[src/rtl/sdram_bist_engine.sv]
// Memory BIST: writes a pattern over NUM_WORDS words, reads it back and compares.
// Define SDRAM_BIST_LFSR_EN to build mode 3 as a 32-bit LFSR pattern; otherwise mode 3 repeats mode 0.
module sdram_bist_engine #(
  parameter int              DATA_W      = 16,
  parameter int              ADDR_W      = 32,
  parameter longint unsigned BASE_ADDR   = 0,
  parameter int              ADDR_STEP   = 2,
  parameter int              NUM_WORDS   = 1024,
  parameter int              START_DELAY = 100000000,
  parameter int              TIMEOUT     = 4096
) (
  input  logic              clk,
  input  logic              rst,
  input  logic              start,
  input  logic [1:0]        mode,
  output logic              busy,
  output logic              done,
  output logic              pass,
  output logic              fail,
  output logic              timeout,
  output logic [15:0]       error_count,
  output logic [ADDR_W-1:0] fail_addr,
  output logic [DATA_W-1:0] fail_expected,
  output logic [DATA_W-1:0] fail_actual,
  output logic              writeport_wr,
  output logic [ADDR_W-1:0] writeport_addr,
  output logic [DATA_W-1:0] writeport_data,
  input  logic              writeport_ack,
  output logic              readport_rd,
  output logic [ADDR_W-1:0] readport_addr,
  input  logic [DATA_W-1:0] readport_data,
  input  logic              readport_ack,
  output logic [2:0]        state
);
  // Handshake: wr/rd high with stable addr/data is a pending request; the port completes
  // it by driving ack high for a sampled cycle, the request drops the next cycle, and
  // acks seen while nothing is pending are ignored. Only one request is ever in flight.
  localparam logic [31:0]       LFSR_SEED  = 32'hACE10001;
  localparam logic [ADDR_W-1:0] BASE       = ADDR_W'(BASE_ADDR);
  localparam logic [ADDR_W-1:0] STEP       = ADDR_W'(ADDR_STEP);
  localparam logic [31:0]       LAST_IDX   = 32'(NUM_WORDS - 1);
  localparam logic [5:0]        LAST_POS   = 6'(DATA_W - 1);
  localparam logic [31:0]       DELAY_LAST = 32'(START_DELAY - 1);
  localparam logic [31:0]       WAIT_LIMIT = 32'(TIMEOUT);

  typedef enum logic [2:0] {
    IDLE    = 3'd0,
    DELAY   = 3'd1,
    WR_REQ  = 3'd2,
    WR_WAIT = 3'd3,
    RD_REQ  = 3'd4,
    RD_WAIT = 3'd5,
    DONE    = 3'd6
  } state_t;

  state_t            st;
  logic [31:0]       index;
  logic [31:0]       dly_cnt;
  logic [31:0]       wait_cnt;
  logic [5:0]        bit_pos;
  logic [ADDR_W-1:0] cur_addr;
  logic [1:0]        mode_q;
  logic [DATA_W-1:0] pattern;
  logic              last_word;
  logic [31:0]       index_next;
  logic [5:0]        bit_pos_next;
  logic [ADDR_W-1:0] addr_next;

  assign state        = st;
  assign pass         = done & (error_count == 16'd0) & ~timeout;
  assign fail         = done & ~pass;
  assign last_word    = (index == LAST_IDX);
  assign index_next   = index + 32'd1;
  // bit_pos tracks index mod DATA_W so the walking-one pattern needs no divider
  assign bit_pos_next = (bit_pos == LAST_POS) ? 6'd0 : bit_pos + 6'd1;
  assign addr_next    = cur_addr + STEP;

`ifdef SDRAM_BIST_LFSR_EN
  logic [31:0] lfsr;
  logic [31:0] lfsr_next;
  assign lfsr_next = {lfsr[30:0], lfsr[31] ^ lfsr[21] ^ lfsr[1] ^ lfsr[0]};

  // Reseeded for the read pass so the read side regenerates the written sequence
  always_ff @(posedge clk or posedge rst) begin
    if (rst) begin
      lfsr <= LFSR_SEED;
    end else if ((st == IDLE || st == DONE) && start) begin
      lfsr <= LFSR_SEED;
    end else if (st == WR_WAIT && writeport_ack) begin
      lfsr <= last_word ? LFSR_SEED : lfsr_next;
    end else if (st == RD_WAIT && readport_ack) begin
      lfsr <= lfsr_next;
    end
  end
`endif

  always_comb begin
    pattern = index[DATA_W-1:0];
    case (mode_q)
      2'd1: pattern = ~index[DATA_W-1:0];
      2'd2: pattern = DATA_W'(1) << bit_pos;
`ifdef SDRAM_BIST_LFSR_EN
      2'd3: pattern = lfsr[DATA_W-1:0];
`else
      2'd3: pattern = index[DATA_W-1:0];
`endif
      default: pattern = index[DATA_W-1:0];
    endcase
  end

  always_ff @(posedge clk or posedge rst) begin
    if (rst) begin
      st             <= IDLE;
      busy           <= 1'b0;
      done           <= 1'b0;
      timeout        <= 1'b0;
      error_count    <= 16'd0;
      fail_addr      <= '0;
      fail_expected  <= '0;
      fail_actual    <= '0;
      writeport_wr   <= 1'b0;
      writeport_addr <= '0;
      writeport_data <= '0;
      readport_rd    <= 1'b0;
      readport_addr  <= '0;
      index          <= '0;
      bit_pos        <= '0;
      cur_addr       <= '0;
      dly_cnt        <= '0;
      wait_cnt       <= '0;
      mode_q         <= '0;
    end else begin
      case (st)
        IDLE, DONE: begin
          if (start) begin
            busy          <= 1'b1;
            done          <= 1'b0;
            timeout       <= 1'b0;
            error_count   <= 16'd0;
            fail_addr     <= '0;
            fail_expected <= '0;
            fail_actual   <= '0;
            index         <= '0;
            bit_pos       <= '0;
            cur_addr      <= BASE;
            dly_cnt       <= '0;
            mode_q        <= mode;
            st            <= (START_DELAY == 0) ? WR_REQ : DELAY;
          end
        end
        DELAY: begin
          if (dly_cnt == DELAY_LAST) st <= WR_REQ;
          else dly_cnt <= dly_cnt + 32'd1;
        end
        WR_REQ: begin
          writeport_wr   <= 1'b1;
          writeport_addr <= cur_addr;
          writeport_data <= pattern;
          wait_cnt       <= '0;
          st             <= WR_WAIT;
        end
        WR_WAIT: begin
          if (writeport_ack) begin
            writeport_wr <= 1'b0;
            if (last_word) begin
              index    <= '0;
              bit_pos  <= '0;
              cur_addr <= BASE;
              st       <= RD_REQ;
            end else begin
              index    <= index_next;
              bit_pos  <= bit_pos_next;
              cur_addr <= addr_next;
              st       <= WR_REQ;
            end
          end else if (wait_cnt == WAIT_LIMIT) begin
            writeport_wr <= 1'b0;
            timeout      <= 1'b1;
            busy         <= 1'b0;
            done         <= 1'b1;
            st           <= DONE;
          end else begin
            wait_cnt <= wait_cnt + 32'd1;
          end
        end
        RD_REQ: begin
          readport_rd   <= 1'b1;
          readport_addr <= cur_addr;
          wait_cnt      <= '0;
          st            <= RD_WAIT;
        end
        RD_WAIT: begin
          if (readport_ack) begin
            readport_rd <= 1'b0;
            if (readport_data != pattern) begin
              if (error_count != 16'hFFFF) error_count <= error_count + 16'd1;
              if (error_count == 16'd0) begin
                fail_addr     <= readport_addr;
                fail_expected <= pattern;
                fail_actual   <= readport_data;
              end
            end
            if (last_word) begin
              busy <= 1'b0;
              done <= 1'b1;
              st   <= DONE;
            end else begin
              index    <= index_next;
              bit_pos  <= bit_pos_next;
              cur_addr <= addr_next;
              st       <= RD_REQ;
            end
          end else if (wait_cnt == WAIT_LIMIT) begin
            readport_rd <= 1'b0;
            timeout     <= 1'b1;
            busy        <= 1'b0;
            done        <= 1'b1;
            st          <= DONE;
          end else begin
            wait_cnt <= wait_cnt + 32'd1;
          end
        end
        default: st <= IDLE;
      endcase
    end
  end
endmodule

[config.mk]
export PLATFORM = sky130hd
export DESIGN_NAME = sdram_bist_engine
export DESIGN_NICKNAME = d
export VERILOG_FILES = /design/src/rtl/sdram_bist_engine.sv
export SDC_FILE = /design/constraint.sdc
export NUM_CORES = 1
export LEC_CHECK = 0
export BUFFER_PORTS_ARGS = -buffer_cell sky130_fd_sc_hd__buf_2
export CAP_MARGIN = 5
export CORE_MARGIN = 3
export CORE_UTILIZATION = 45
export CTS_CLUSTER_DIAMETER = 100
export DETAILED_ROUTE_END_ITERATION = 10
export HOLD_SLACK_MARGIN = 0.12
export SYNTH_ARGS = -nofsm -noshare
export SYNTH_HDL_FRONTEND = slang
export SYNTH_SLANG_ARGS = --single-unit
[constraint.sdc]
create_clock -name clk -period 16.6 [get_ports clk]
set_input_delay 2.49 -clock clk [delete_from_list [all_inputs] [get_ports clk]]
set_output_delay 2.49 -clock clk [all_outputs]
set_load 0.005 [all_outputs]
* Yosys cells after proc, flatten, opt, wreduce, memory -nomap -nowiden
Index checks and enable logic that the tools add are counted.
** Storage, ports and cells
- Flip-flop bits (word level) :: 304
- Input bits :: 23
- Output and inout bits :: 170
- Word-level logic and storage cells :: 152
** Cells by class
- $add $sub $neg :: 6
- Equality and inequality tests :: 28
- Shifts and indexed selects :: 1
- Mux-type cells :: 71
- Bitwise operators :: 6
- Reductions and logical operators :: 21
** Operator list (count)
- 32-bit 2-to-1 mux :: 16
- 32-bit case mux with 3 select lines :: 3
- 16-bit 2-to-1 mux :: 10
- 16-bit case mux with 2 select lines :: 4
- 32-bit case mux with 2 select lines :: 2
- 32-bit by 1-bit adder with 32-bit output, second input constant :: 3
- 6-bit 2-to-1 mux :: 6
- 32-bit by 2-bit adder with 32-bit output, second input constant :: 1
- 32-bit by 10-bit == test with 1-bit output, second input constant :: 1
- 32-bit by 13-bit == test with 1-bit output, second input constant :: 1
- 32-bit by 27-bit == test with 1-bit output, second input constant :: 1
- 2-bit inequality test, second input constant :: 11
- 3-bit 2-to-1 mux :: 6
- 3-bit case mux with 6 select lines :: 1
- 6-bit case mux with 3 select lines :: 1
- 16-bit by 1-bit adder with 16-bit output, second input constant :: 1
- 16-bit logical NOT :: 1
- 1-bit 2-to-1 mux :: 16
- 16-bit inequality test :: 1
- 16-bit inequality test, second input constant :: 1
- 16-bit inverter :: 1
- 1-bit by 6-bit << shifter with 16-bit output, first input constant :: 1
- 5-bit AND reduction :: 3
- 3-bit == test, second input constant :: 3
- 19 further kinds :: 38

* Logic depth before layout (Yosys ltp)
- Word-level depth :: 6
- Gate-level depth with buffers :: 14
- Mapped depth without buffers :: 10

* Worst setup path before layout
No wires, ideal clock.
- Path type :: input -> register
- From :: input readport_data[15]
- To :: register fail_expected[0]
- Library setup time :: 0.127 ns
- Arrival time :: 4.742 ns
- Required time :: 16.473 ns
- Slack :: 11.730 ns
- Cell stages on the path :: 10
- Buffers on the path :: 2
- Cell sequence :: xnor2_1 > nand3_1 > nor4_1 > nor3_1 > or4_1 > nor4_4 > nand2b_1 > buf_4 > buf_6 > mux2_1
** Between the ends
- Cells in the longest elaborated chain, start to end :: 3
** Ends and longest elaborated chain
- start: declaration :: line 31 : input logic [DATA_W-1:0] readport_data,
- 16-bit inequality test :: line 195 : if (readport_data != pattern) begin
- 2-bit inequality test (no line)
- 5-bit AND reduction (no line)
- end signal: assignment :: line 199 : fail_expected <= pattern;
- end: declaration :: line 23 : output logic [DATA_W-1:0] fail_expected,
No other way between the ends.
A chain may end at the register's enable or synchronous reset.

* Worst setup path in the final report
- From :: input readport_data[15]
- To :: register fail_expected[11]
Same word-level chain as after synthesis.

==> impl_metrics.ini <==
[setup_path]
worst_path_max_delay_cell = nand2b_4
cp_max_fo = 64
crit_path_end_kind = flip-flop
crit_chain = buf_2 -> xnor2_1 -> nand3_1 -> nor4_1 -> nor3_1 -> or4_1 -> nor4_4 -> nand2b_4 -> mux2_2
arrival_ns = 5.56
worstSetupPathType = in2reg
cpPeakStageDelay_ns = 0.77
cp-start-kind = primary input
critPathRequiredTime_ns = 16.99

[power]
p_leak_nw = 8.32
powerDensity_mw_per_mm2 = 130
p_int_mw = 1.45
power_mw = 2.25
p_sw_mw = 0.803
pwr-share-clk = 0.329
sw_frac_of_total = 0.356
seqPwrFrac = 0.382
p_comb_frac = 0.290
vdd_drop_max_v = 0.0000713

[drt]
drc = 0
routed_via_density = 5.59
antenna_left = 0
first_pass_iters = 5
drtIter0Drc = 757
routed_wl_mm = 39.5
wl_per_cell_um = 18.8
route.vias.total = 11800

[yosys]
synth.area.top_cells = dfrtp_1 50%, mux2_2 5.4%, xor2_1 5.3%
avgSynthCellArea_um2 = 10.1
synth_area_leader_cell = dfrtp_1
seq_area_frac_synth = 0.504
synth.ff_latch_count = 301
yosys_most_used_dff = dfrtp_1
syn_inst = 1480
synth_edf_count = 0
synth-async-reset-ratio = 1.00
synthesis.area_mm2 = 0.0149
synth-warning-count = 0
synth_top_area_frac = 0.504
synth.distinct_cells = 78

[floorplan]
dieArea_mm2 = 0.0354
die_w_um = 188
fp.dieH_um = 188
num_rows = 66
start_util = 0.458
core_mm2 = 0.0326
ioPinCount = 193

[timing]
slew_violations = 0
hold_viol_final = 0
fin_ws_ns = 11.43
worst_clock_skew_ns = 0.0150
rsz0062_at_grt = no
slew_headroom = 0.292
tightestPinTransition_ns = 1.06
setup_viol = 0
max_freq_mhz = 193
fin_crit_ns = 5.17
final.setup.tns_ns = 0
fin_crit_sh = 0.311

[global_route]
grt_pass1_wl_mm = 64.8
grt_remaining_overflow = 0
use_met2 = 0.347
busiest_layer = met2
grt_pass1_vias = 11800
grtUsageTotal = 0.222
grtUsageMet1 = 0.317
met3_usage = 0.0463
grt_start_max_net_pins = 190
antenna_found_initial = 0

[finish]
seqCellArea_mm2 = 0.00753
nNetsFinal = 1675
fill_cells = 3013
fin_util = 0.532
area_growth_pct = 16.1
multi_input_area_mm2 = 0.00695
final_layout_size_suffix_gt1_frac = 0.220
n_antenna_cell = 0

[placement]
io_buffers = 190
place.gp.congestion = 0.936
dp_hpwl_mm = 26.1
place_ws_ns = 10.95

[clock_network]
cts_buffer_depth = 3
insertion_delay_ns = 0.51
tritoncts = built
cts.sinks = 301
cts-resized-gates = 0
cts_setup_buffers = 0
h-tree-depth = 2
cts_root_buf = clkbuf_16
clk_pin_slew_ns = 0.06
cts_buffers = 35
ctsHoldBuffers = 0

[run]
cap_violations = 0

[status]
status = finished, final reports clean

[worst_hold_path]
hp-class = reg2reg
critical path: cells and delay by family:
family        cells  cell delay, ns
simple gates      6            2.31
mux               1            0.41
xor+xnor          1            0.19
buf+inv           1            0.15
synth_stat cells, drive strengths merged, types with 6 or more instances:
cell type  number
dfrtp         301
nor2          161
nand2         132
nand3         106
xor2           91
o21ai          82
mux2           80
clkbuf         65
o2bb2ai        48
nand4          40
xnor2          34
inv            31
nor3           31
and3           21
a21oi          20
nor4           20
o31ai          19
buf            18
nor2b          17
nand2b         14
or3            12
and2           11
nor3b          11
and4           10
ha             10
mux2i           8
nor4b           8
o32ai           6
final cells by class:
type | instances | area share
clock inverter | 13 | 0.00649
sequential | 301 | 0.434
multi-input combinational | 1066 | 0.401
inverter | 31 | 0.00714
clock buffer | 46 | 0.0569
tap | 442 | 0.0319
timing repair buffer | 207 | 0.0629
path summary, 6_finish.rpt:
kind,to,start,cells past startpoint,slack [ns]
min in group asynchronous,wait_cnt[3],rst,2,2.11
hold reg to reg,readport_rd,readport_rd,1,0.47
hold / removal,readport_rd,readport_rd,1,0.47
max in group asynchronous,fail_actual[6],rst,3,12.96
setup / recovery,fail_expected[11],readport_data[15],9,11.43
setup reg to reg,fail_expected[11],mode_q[0],11,12.36
power groups by stage:
stage                     clock [mW]  sequential [mW]  combinational (mW)
after detailed placement           0            0.873               0.652
after global routing           0.790            0.872               0.724
after CTS                      0.759            0.860               0.655
after floorplan                    0            0.854               0.445
after global placement             0            0.871               0.656
final                          0.740            0.860               0.652
through the flow:
stage | hold slack, ns | cell area, um2 | instances
after global routing | 0.507 | 17400 | 2106
after global placement | 0.456 | 16300 | 2047
after floorplan | 0.468 | 14900 | 1481
after detailed placement | 0.466 | 16300 | 2047
final | 0.473 | 17400 | 2106
after CTS | 0.480 | 17400 | 2106
layout by cell type, fill, tap and decap left out, drive strengths merged, types with 46 or more instances in the layout:
| cell | n |
|---|---|
| nand2 | 132 |
| o2bb2ai | 48 |
| buf | 207 |
| nor2 | 161 |
| mux2 | 80 |
| xor2 | 91 |
| nand3 | 106 |
| clkbuf | 46 |
| dfrtp | 301 |
| o21ai | 82 |
flip-flops by register name, indices dropped and copies added (netlist names), 3 cells and up:
register	count
error_count	16
writeport_data	16
dly_cnt	32
writeport_addr	31
fail_addr	32
cur_addr	31
fail_actual	16
fail_expected	16
wait_cnt	32
index	32
readport_addr	31
state	3
bit_pos	6
metal layers:
metal,up-vias,wire (um),share of wire
met5,-,0,0
met4,0,951,0.024
met3,65,2390,0.060
met2,308,17900,0.45
met1,5838,18300,0.46
li1,5563,-,-
cell families after synthesis:
family          after synthesis  synth area share
compound gates              225             0.108
flops                       301             0.504
mux                          88            0.0656
buf+inv                     114            0.0329
simple gates                616             0.208
other cells                   1          0.000251
fa+ha+maj                    10           0.00837
xor+xnor                    125            0.0733
No activity file was read; power rests on OpenSTA's default activity.
